`src/rtl/cond_logic_unit.sv`:
```
// cond_logic_unit: per-transaction bitwise operation unit with a
// valid/ready handshake on both sides and a single registered output stage.
// Single-beat ops: COND (legacy MSB-conditional XOR/AND), XOR, AND, OR, and
// the reserved codes (result 0). Multi-beat ops: ACC_XOR / ACC_AND fold
// operand A over ACC_LEN accepted beats and emit one result with out_last=1.
// Optional feature: define CLU_PARITY_EN to add out_parity, the XOR-reduction
// of out_data, registered and held together with it.
module cond_logic_unit #(
  parameter int WIDTH   = 8,
  parameter int ACC_LEN = 4
) (
  input  logic             clk,
  input  logic             rst,
  input  logic             in_valid,
  output logic             in_ready,
  input  logic [WIDTH-1:0] a,
  input  logic [WIDTH-1:0] b,
  input  logic [2:0]       op,
  output logic             out_valid,
  input  logic             out_ready,
  output logic [WIDTH-1:0] out_data,
  output logic             out_last,
  output logic             busy
`ifdef CLU_PARITY_EN
  ,
  output logic             out_parity
`endif
);

  typedef enum logic [0:0] {
    IDLE = 1'b0,
    ACC  = 1'b1
  } state_t;

  localparam logic [2:0] OP_COND    = 3'd0;
  localparam logic [2:0] OP_XOR     = 3'd1;
  localparam logic [2:0] OP_AND     = 3'd2;
  localparam logic [2:0] OP_OR      = 3'd3;
  localparam logic [2:0] OP_ACC_XOR = 3'd4;
  localparam logic [2:0] OP_ACC_AND = 3'd5;

  // Counter value on the beat that closes a burst.
  localparam logic [7:0] LAST_CNT = 8'(ACC_LEN - 1);

  state_t           state_q, state_d;
  logic [7:0]       cnt_q, cnt_d;
  logic [WIDTH-1:0] acc_q, acc_d;
  logic             acc_and_q, acc_and_d;
  logic             out_valid_q, out_valid_d;
  logic [WIDTH-1:0] out_data_q, out_data_d;
  logic             out_last_q, out_last_d;
  logic             busy_q, busy_d;
  logic             accept;

  // Result of a single-beat operation; reserved codes yield zero.
  function automatic logic [WIDTH-1:0] single_op(input logic [2:0] o,
                                                 input logic [WIDTH-1:0] x,
                                                 input logic [WIDTH-1:0] y);
    logic [WIDTH-1:0] r;
    case (o)
      OP_COND: r = x[WIDTH-1] ? (x & y) : (x ^ y);
      OP_XOR:  r = x ^ y;
      OP_AND:  r = x & y;
      OP_OR:   r = x | y;
      default: r = '0;
    endcase
    return r;
  endfunction

  // One fold step of the accumulate modes.
  function automatic logic [WIDTH-1:0] fold(input logic is_and,
                                            input logic [WIDTH-1:0] acc,
                                            input logic [WIDTH-1:0] x);
    return is_and ? (acc & x) : (acc ^ x);
  endfunction

  // Backpressure passes straight through: a new beat is taken whenever the
  // output register is empty or being drained this cycle.
  assign in_ready = !out_valid_q || out_ready;
  assign accept   = in_valid && in_ready;

  // Next-state logic for the output register and the accumulate FSM.
  always_comb begin
    logic [WIDTH-1:0] f;
    logic             is_and;
    state_d     = state_q;
    cnt_d       = cnt_q;
    acc_d       = acc_q;
    acc_and_d   = acc_and_q;
    out_valid_d = out_valid_q;
    out_data_d  = out_data_q;
    out_last_d  = out_last_q;
    busy_d      = busy_q;
    f           = '0;
    is_and      = 1'b0;

    if (out_valid_q && out_ready) out_valid_d = 1'b0;

    if (accept) begin
      if (state_q == IDLE) begin
        if (op == OP_ACC_XOR || op == OP_ACC_AND) begin
          is_and = (op == OP_ACC_AND);
          f      = fold(is_and, is_and ? '1 : '0, a);
          if (ACC_LEN == 1) begin
            out_valid_d = 1'b1;
            out_data_d  = f;
            out_last_d  = 1'b1;
          end else begin
            acc_d     = f;
            acc_and_d = is_and;
            cnt_d     = 8'd1;
            busy_d    = 1'b1;
            state_d   = ACC;
          end
        end else begin
          out_valid_d = 1'b1;
          out_data_d  = single_op(op, a, b);
          out_last_d  = 1'b0;
        end
      end else begin
        // Mid-burst the op input is ignored; the latched fold mode applies.
        f = fold(acc_and_q, acc_q, a);
        if (cnt_q == LAST_CNT) begin
          out_valid_d = 1'b1;
          out_data_d  = f;
          out_last_d  = 1'b1;
          acc_d       = '0;
          cnt_d       = 8'd0;
          busy_d      = 1'b0;
          state_d     = IDLE;
        end else begin
          acc_d = f;
          cnt_d = cnt_q + 8'd1;
        end
      end
    end
  end

  // State and output registers; reset discards any partial burst.
  always_ff @(posedge clk) begin
    if (rst) begin
      state_q     <= IDLE;
      cnt_q       <= 8'd0;
      acc_q       <= '0;
      acc_and_q   <= 1'b0;
      out_valid_q <= 1'b0;
      out_data_q  <= '0;
      out_last_q  <= 1'b0;
      busy_q      <= 1'b0;
    end else begin
      state_q     <= state_d;
      cnt_q       <= cnt_d;
      acc_q       <= acc_d;
      acc_and_q   <= acc_and_d;
      out_valid_q <= out_valid_d;
      out_data_q  <= out_data_d;
      out_last_q  <= out_last_d;
      busy_q      <= busy_d;
    end
  end

  assign out_valid = out_valid_q;
  assign out_data  = out_data_q;
  assign out_last  = out_last_q;
  assign busy      = busy_q;

`ifdef CLU_PARITY_EN
  logic out_parity_q;

  // Parity travels with out_data, so it is loaded from the same next value.
  always_ff @(posedge clk) begin
    if (rst) out_parity_q <= 1'b0;
    else     out_parity_q <= ^out_data_d;
  end

  assign out_parity = out_parity_q;
`endif

endmodule

```
`config.mk`:
```
export PLATFORM = sky130hd
export DESIGN_NAME = cond_logic_unit
export DESIGN_NICKNAME = d
export VERILOG_FILES = /design/src/rtl/cond_logic_unit.sv
export SDC_FILE = /design/constraint.sdc
export NUM_CORES = 1
export LEC_CHECK = 0
export CAP_MARGIN = 20
export CORE_ASPECT_RATIO = 0.9
export CORE_UTILIZATION = 53
export DETAILED_ROUTE_END_ITERATION = 10
export PLACE_DENSITY = 0.9
export SYNTH_ARGS = -nofsm -noshare
export SYNTH_HDL_FRONTEND = slang
export SYNTH_SLANG_ARGS = --single-unit
```
`constraint.sdc`:
```
create_clock -name clk -period 2.3 [get_ports clk]
set_clock_uncertainty 0.1 [all_clocks]
set_input_delay 0.345 -clock clk [delete_from_list [all_inputs] [get_ports clk]]
set_output_delay 0.345 -clock clk [all_outputs]
set_load 0.01 [all_outputs]
```
## Word-level counts from Yosys, hierarchy flattened

Cells that the tools add are included.

| operators by class | value |
|---|---|
| div/mod/pow operators | 0 |
| $mul | 0 |
| shift-type cells | 0 |
| bitwise logic cells | 8 |
| equality and inequality tests | 8 |
| $add $sub $neg | 1 |
| muxes and demuxes | 28 |
| reductions and logical operators | 11 |
| order comparisons | 0 |

Operator list:

| operator | count |
|---|---|
| 8-bit two-way mux | 13 |
| 8-bit case mux with 4 select lines | 1 |
| 8-bit bitwise AND | 3 |
| 8-bit bitwise XOR | 3 |
| 1-bit two-way mux | 14 |
| 3-bit AND reduction | 3 |
| 8-bit by 1-bit adder with 8-bit output, second input constant | 1 |
| 8-bit by 2-bit equality test with 1-bit output, second input constant | 1 |
| 8-bit OR | 1 |
| 3-bit by 2-bit equality test with 1-bit output, second input constant | 2 |
| 3-bit equality test, second input constant | 2 |
| 3-bit by 1-bit equality test with 1-bit output, second input constant | 1 |
| 3-bit zero test | 1 |
| 1-bit logical AND | 2 |
| 1-bit logical OR | 2 |
| 2-bit by 1-bit != test with 1-bit output, second input constant | 1 |
| 2-bit != test, second input constant | 1 |
| 2-bit AND reduction | 1 |
| 2-bit nonzero test | 1 |
| 1-bit zero test | 1 |
| 1-bit NOT | 1 |

| word-level totals | value |
|---|---|
| bits in latches | 0 |
| memory bits (read-only) | 0 |
| input port bits | 23 |
| memories kept | 0 |
| flip-flop bits (word level) | 29 |
| logic and storage cells | 64 |
| memory bits (writable) | 0 |

## Logic depth before layout (Yosys ltp)

| logic depth | value |
|---|---|
| word-level depth | 6 |
| depth in mapped cells | 6 |
| gate-level depth less buffers | 6 |

## Worst setup path before layout

OpenSTA, ideal clock, no wires.

| timing | value |
|---|---|
| path kind | reg2reg |
| from | reg cnt_q[0] |
| to | reg acc_q[0] |
| buffers on the path | 1 |
| arrival | 1.850 ns |
| data required time | 2.068 ns |
| setup slack | 0.219 ns |
| cell stages (with the launch flop) | 7 |
| period minus slack after synthesis | 2.081 ns |
| cell sequence | dfxtp_1 -> ha_1 -> or4b_4 -> or4_4 -> buf_6 -> a221oi_2 -> nor3_1 |

| on the way | value |
|---|---|
| cells in the longest elaborated chain, start to end | 3 |

Ends and longest elaborated chain:

| what | line | RTL |
|---|---|---|
| from (decl) | 46 | `logic [7:0] cnt_q, cnt_d;` |
| from (signal assigned) | 152 | `cnt_q <= cnt_d;` |
| 8-bit by 2-bit equality test with 1-bit output | 123 | `if (cnt_q == LAST_CNT) begin` |
| 8-bit two-way mux | 123 |  |
| 8-bit two-way mux | 100 | `if (state_q == IDLE) begin` |
| to (signal assigned) | 144 | `acc_q <= '0;` |
| to (signal assigned) | 153 | `acc_q <= acc_d;` |
| to (decl) | 47 | `logic [WIDTH-1:0] acc_q, acc_d;` |

Every way passes these cells.
A chain may end at the register's enable or synchronous reset.

## Worst setup path after layout

| timing | value |
|---|---|
| from | reg cnt_q[0] |
| to | reg acc_q[3] |

Same word-level chain as after synthesis.

==> metrics.csv <==
stage,metric,value,unit
status,outcome,completed,
power_and_ir_drop,finalPower,1.33,mW
logic_synthesis,async_flop_share,0,
route,wl_met2,2520,µm
logic_synthesis,yosysSeqAreaShare,0.290,
timing,worst_pin_slew,651,ps
logic_synthesis,ys_warn_count,0,
grt,track_usage,0.289,
worst_setup_path,cp_slowest_cell,or4_4,
cells_and_area,n_antenna_cell,0,
route,topRoutingLayerUsed,met4,
logic_synthesis,synth_edf_count,0,
grt,first_global_vias,1850,
floorplan,core,0.00348,mm²
route,vias,1960,
clock_tree,cts-htree-levels,2,
floorplan,die_h,60.3,µm
logic_synthesis,synth-main-ff-cell,dfxtp_1,
clock_tree,cts_tree,done,
clock_tree,clkTransAtPathRegs,60,ps
route,drc,0,
worst_setup_path,cp_data_required_time,2360,ps
timing,finalHoldViolCount,0,
grt,grt_pass1_wl,8560,µm
timing,finalCritPeriodShare,0.978,
worst_setup_path,crit_type,reg2reg,
logic_synthesis,yosysMostFrequentCell,dfxtp_1,
route,routed_wl,5320,µm
floorplan,fp.dieArea,0.00402,mm²
timing,rsz0062_at_grt,no,
clock_tree,cts_hold_buf,0,
clock_tree,cts_buffer_depth,2,
logic_synthesis,synthTopCellsByCount,"29 x dfxtp_1, 25 x ha_1, 21 x inv_1",
timing,min_period,2250,ps
power_and_ir_drop,p_leak,1.06,nW
logic_synthesis,synth_top_area_frac,0.290,
route,post_drt_wl_per_cell,16.4,µm
floorplan,rows,20,
route,drt-met1-wl,2400,µm
clock_tree,clockRootBuffer,clkbuf_8,
worst_setup_path,worstSetupEndpointType,flop,
logic_synthesis,syn_area_per_cell,8.77,µm²
grt,grt_overflow,0,
timing,slew_headroom,0.563,
clock_tree,cts_sinks,29,
clock_tree,cts_buffers,5,
worst_hold_path,holdCritPathClass,reg2reg,
route,viasPerCell,6.05,
route,ant_nets,0,
clock_tree,clk_latency,280,ps
logic_synthesis,syn-cell-area,0.00200,mm²
worst_setup_path,cp_slowest_stage_delay,540,ps
job,drv_cap,0,
worst_setup_path,start_kind,flop,
logic_synthesis,synth.ff_latch_count,29,
cells_and_area,syn_to_final_growth,30.9,%
worst_setup_path,crit_arrival,2310,ps
worst_setup_path,cp_cell_sequence,"ha_4, or4b_4, or4_4, buf_4, a221oi_2, nor3_1",
floorplan,io_pins,35,
logic_synthesis,yosysUniqueCellTypes,45,
placement,io_buffers,34,
timing,setup_viol,0,
grt,antenna_found_initial,0,
timing,hold_ws,394,ps
timing,maxSlewViolCount,0,
route,drt_iter0_drc,163,
power_and_ir_drop,power_density,508,mW/mm²
logic_synthesis,netlist.top_cell.by_area,dfxtp_1,
floorplan,die_w,66.7,µm
logic_synthesis,synth_nets,276,
power_and_ir_drop,vdd_drop_max,0.000324,V
worst_setup_path,crit_fanout,6,
floorplan,start_util,0.575,
route,wl_met3,300,µm
timing,fmax,445,MHz
route,drtPass1Iterations,4,
timing,fin_tns_setup,0,ps
cells_and_area,drive_gt1_frac,0.179,
placement,place_congestion,0.801,
cells_and_area,final_nets,329,
grt,grt_max_degree,20,
placement,dp_hpwl,3790,µm
logic_synthesis,ys_top_cells_by_area,"dfxtp_1 29%, ha_1 16%, mux2i_1 5.0%",
logic_synthesis,syn-instance-count,228,
-- report_power, final --
group	leakage [nW]	switching (mW)	internal, mW
combinational	0.785	0.195	0.189
clock	0.0399	0.185	0.198
sequential	0.238	0.0250	0.538
total	1.06	0.405	0.925
-- state kept, by name (all words and copies together) (netlist names) --
register / count
acc_q: 8
cnt_q: 8
out_data: 8
acc_and_q: 1
busy: 1
out_last: 1
out_valid: 1
state_q: 1
-- per-layer routing --
layer / vias to the layer above / track usage
li1: 954 / -
met1: 918 / 0.362
met2: 77 / 0.465
met3: 11 / 0.0744
met4: 0 / 0.131
met5: - / 0
-- final timing paths --
check	to	startpoint	slack, ps	cells past startpoint
hold reg to reg	cnt_q[1]$_SDFFE_PP0P_	cnt_q[1]$_SDFFE_PP0P_	390	2
setup / recovery	acc_q[3]$_SDFFE_PP0P_	cnt_q[0]$_SDFFE_PP0P_	50	6
hold / removal	cnt_q[1]$_SDFFE_PP0P_	cnt_q[1]$_SDFFE_PP0P_	390	2
setup reg to reg	acc_q[3]$_SDFFE_PP0P_	cnt_q[0]$_SDFFE_PP0P_	50	6
-- stage by stage --
step | worst slack [ps] | instances | utilization | cell area [µm²]
after floorplan | 219 | 228 | - | 2000
after CTS | 41.9 | 320 | 0.737 | 2560
after global placement | -85.8 | 314 | 0.716 | 2490
final | 51.0 | 324 | 0.752 | 2620
after global routing | 8.08 | 324 | 0.752 | 2620
after detailed placement | -134 | 314 | 0.716 | 2490
-- cells in the final DEF (no fill, tap or decap), types with 2 or more instances in the layout --
master and count:
clkdlybuf4s50_1 34, dfxtp_1 27, buf_4 26, ha_1 24
inv_1 21, a21oi_1 19, nor2_1 18, mux2i_1 10
nor3_1 10, a211oi_1 9, a221oi_1 8, nand2_1 7
o22ai_1 7, nand3_1 6, a221oi_2 6, or3_1 6
o21ai_0 5, clkbuf_8 5, nor2b_1 3, a31oi_1 2
dfxtp_2 2
-- worst max-delay path: cells and delay by family, from the launching register on --
kind | cells | cell delay [ps]
AO/OA/AOI/OAI | 1 | 220
adder cells (fa/ha/maj) | 1 | 150
buffers and inverters | 1 | 200
flip-flops | 1 | 370
AND/OR/NAND/NOR | 3 | 1090
-- what timing repair did --
action / CTS / global route
endpoints found under the setup margin: 0 / 9
gates resized for setup: 0 / 6
buffers inserted: 0 / 4
-- kinds of logic (layout without fill, tap and decap cells) --
group / Yosys count / after routing / share of synthesized area
adders and majority gates: 25 / 25 / 0.156
muxes: 11 / 11 / 0.0557
DFF: 29 / 29 / 0.290
and+or+nand+nor: 62 / 62 / 0.165
AOI/OAI and AO/OA: 65 / 65 / 0.257
buffers and inverters: 36 / 88 / 0.0757
-- final cells by class --
| cell class | instances | area (µm²) |
|---|---|---|
| sequential | 29 | 583 |
| timing repair buffer | 60 | 536 |
| multi-input combinational | 163 | 1290 |
| fill | 234 | 862 |
| clock inverter | 1 | 5.00 |
| clock buffer | 5 | 68.8 |
| tap | 44 | 55.1 |
| inverter | 22 | 82.6 |
Power figures use the tool's default switching activity.
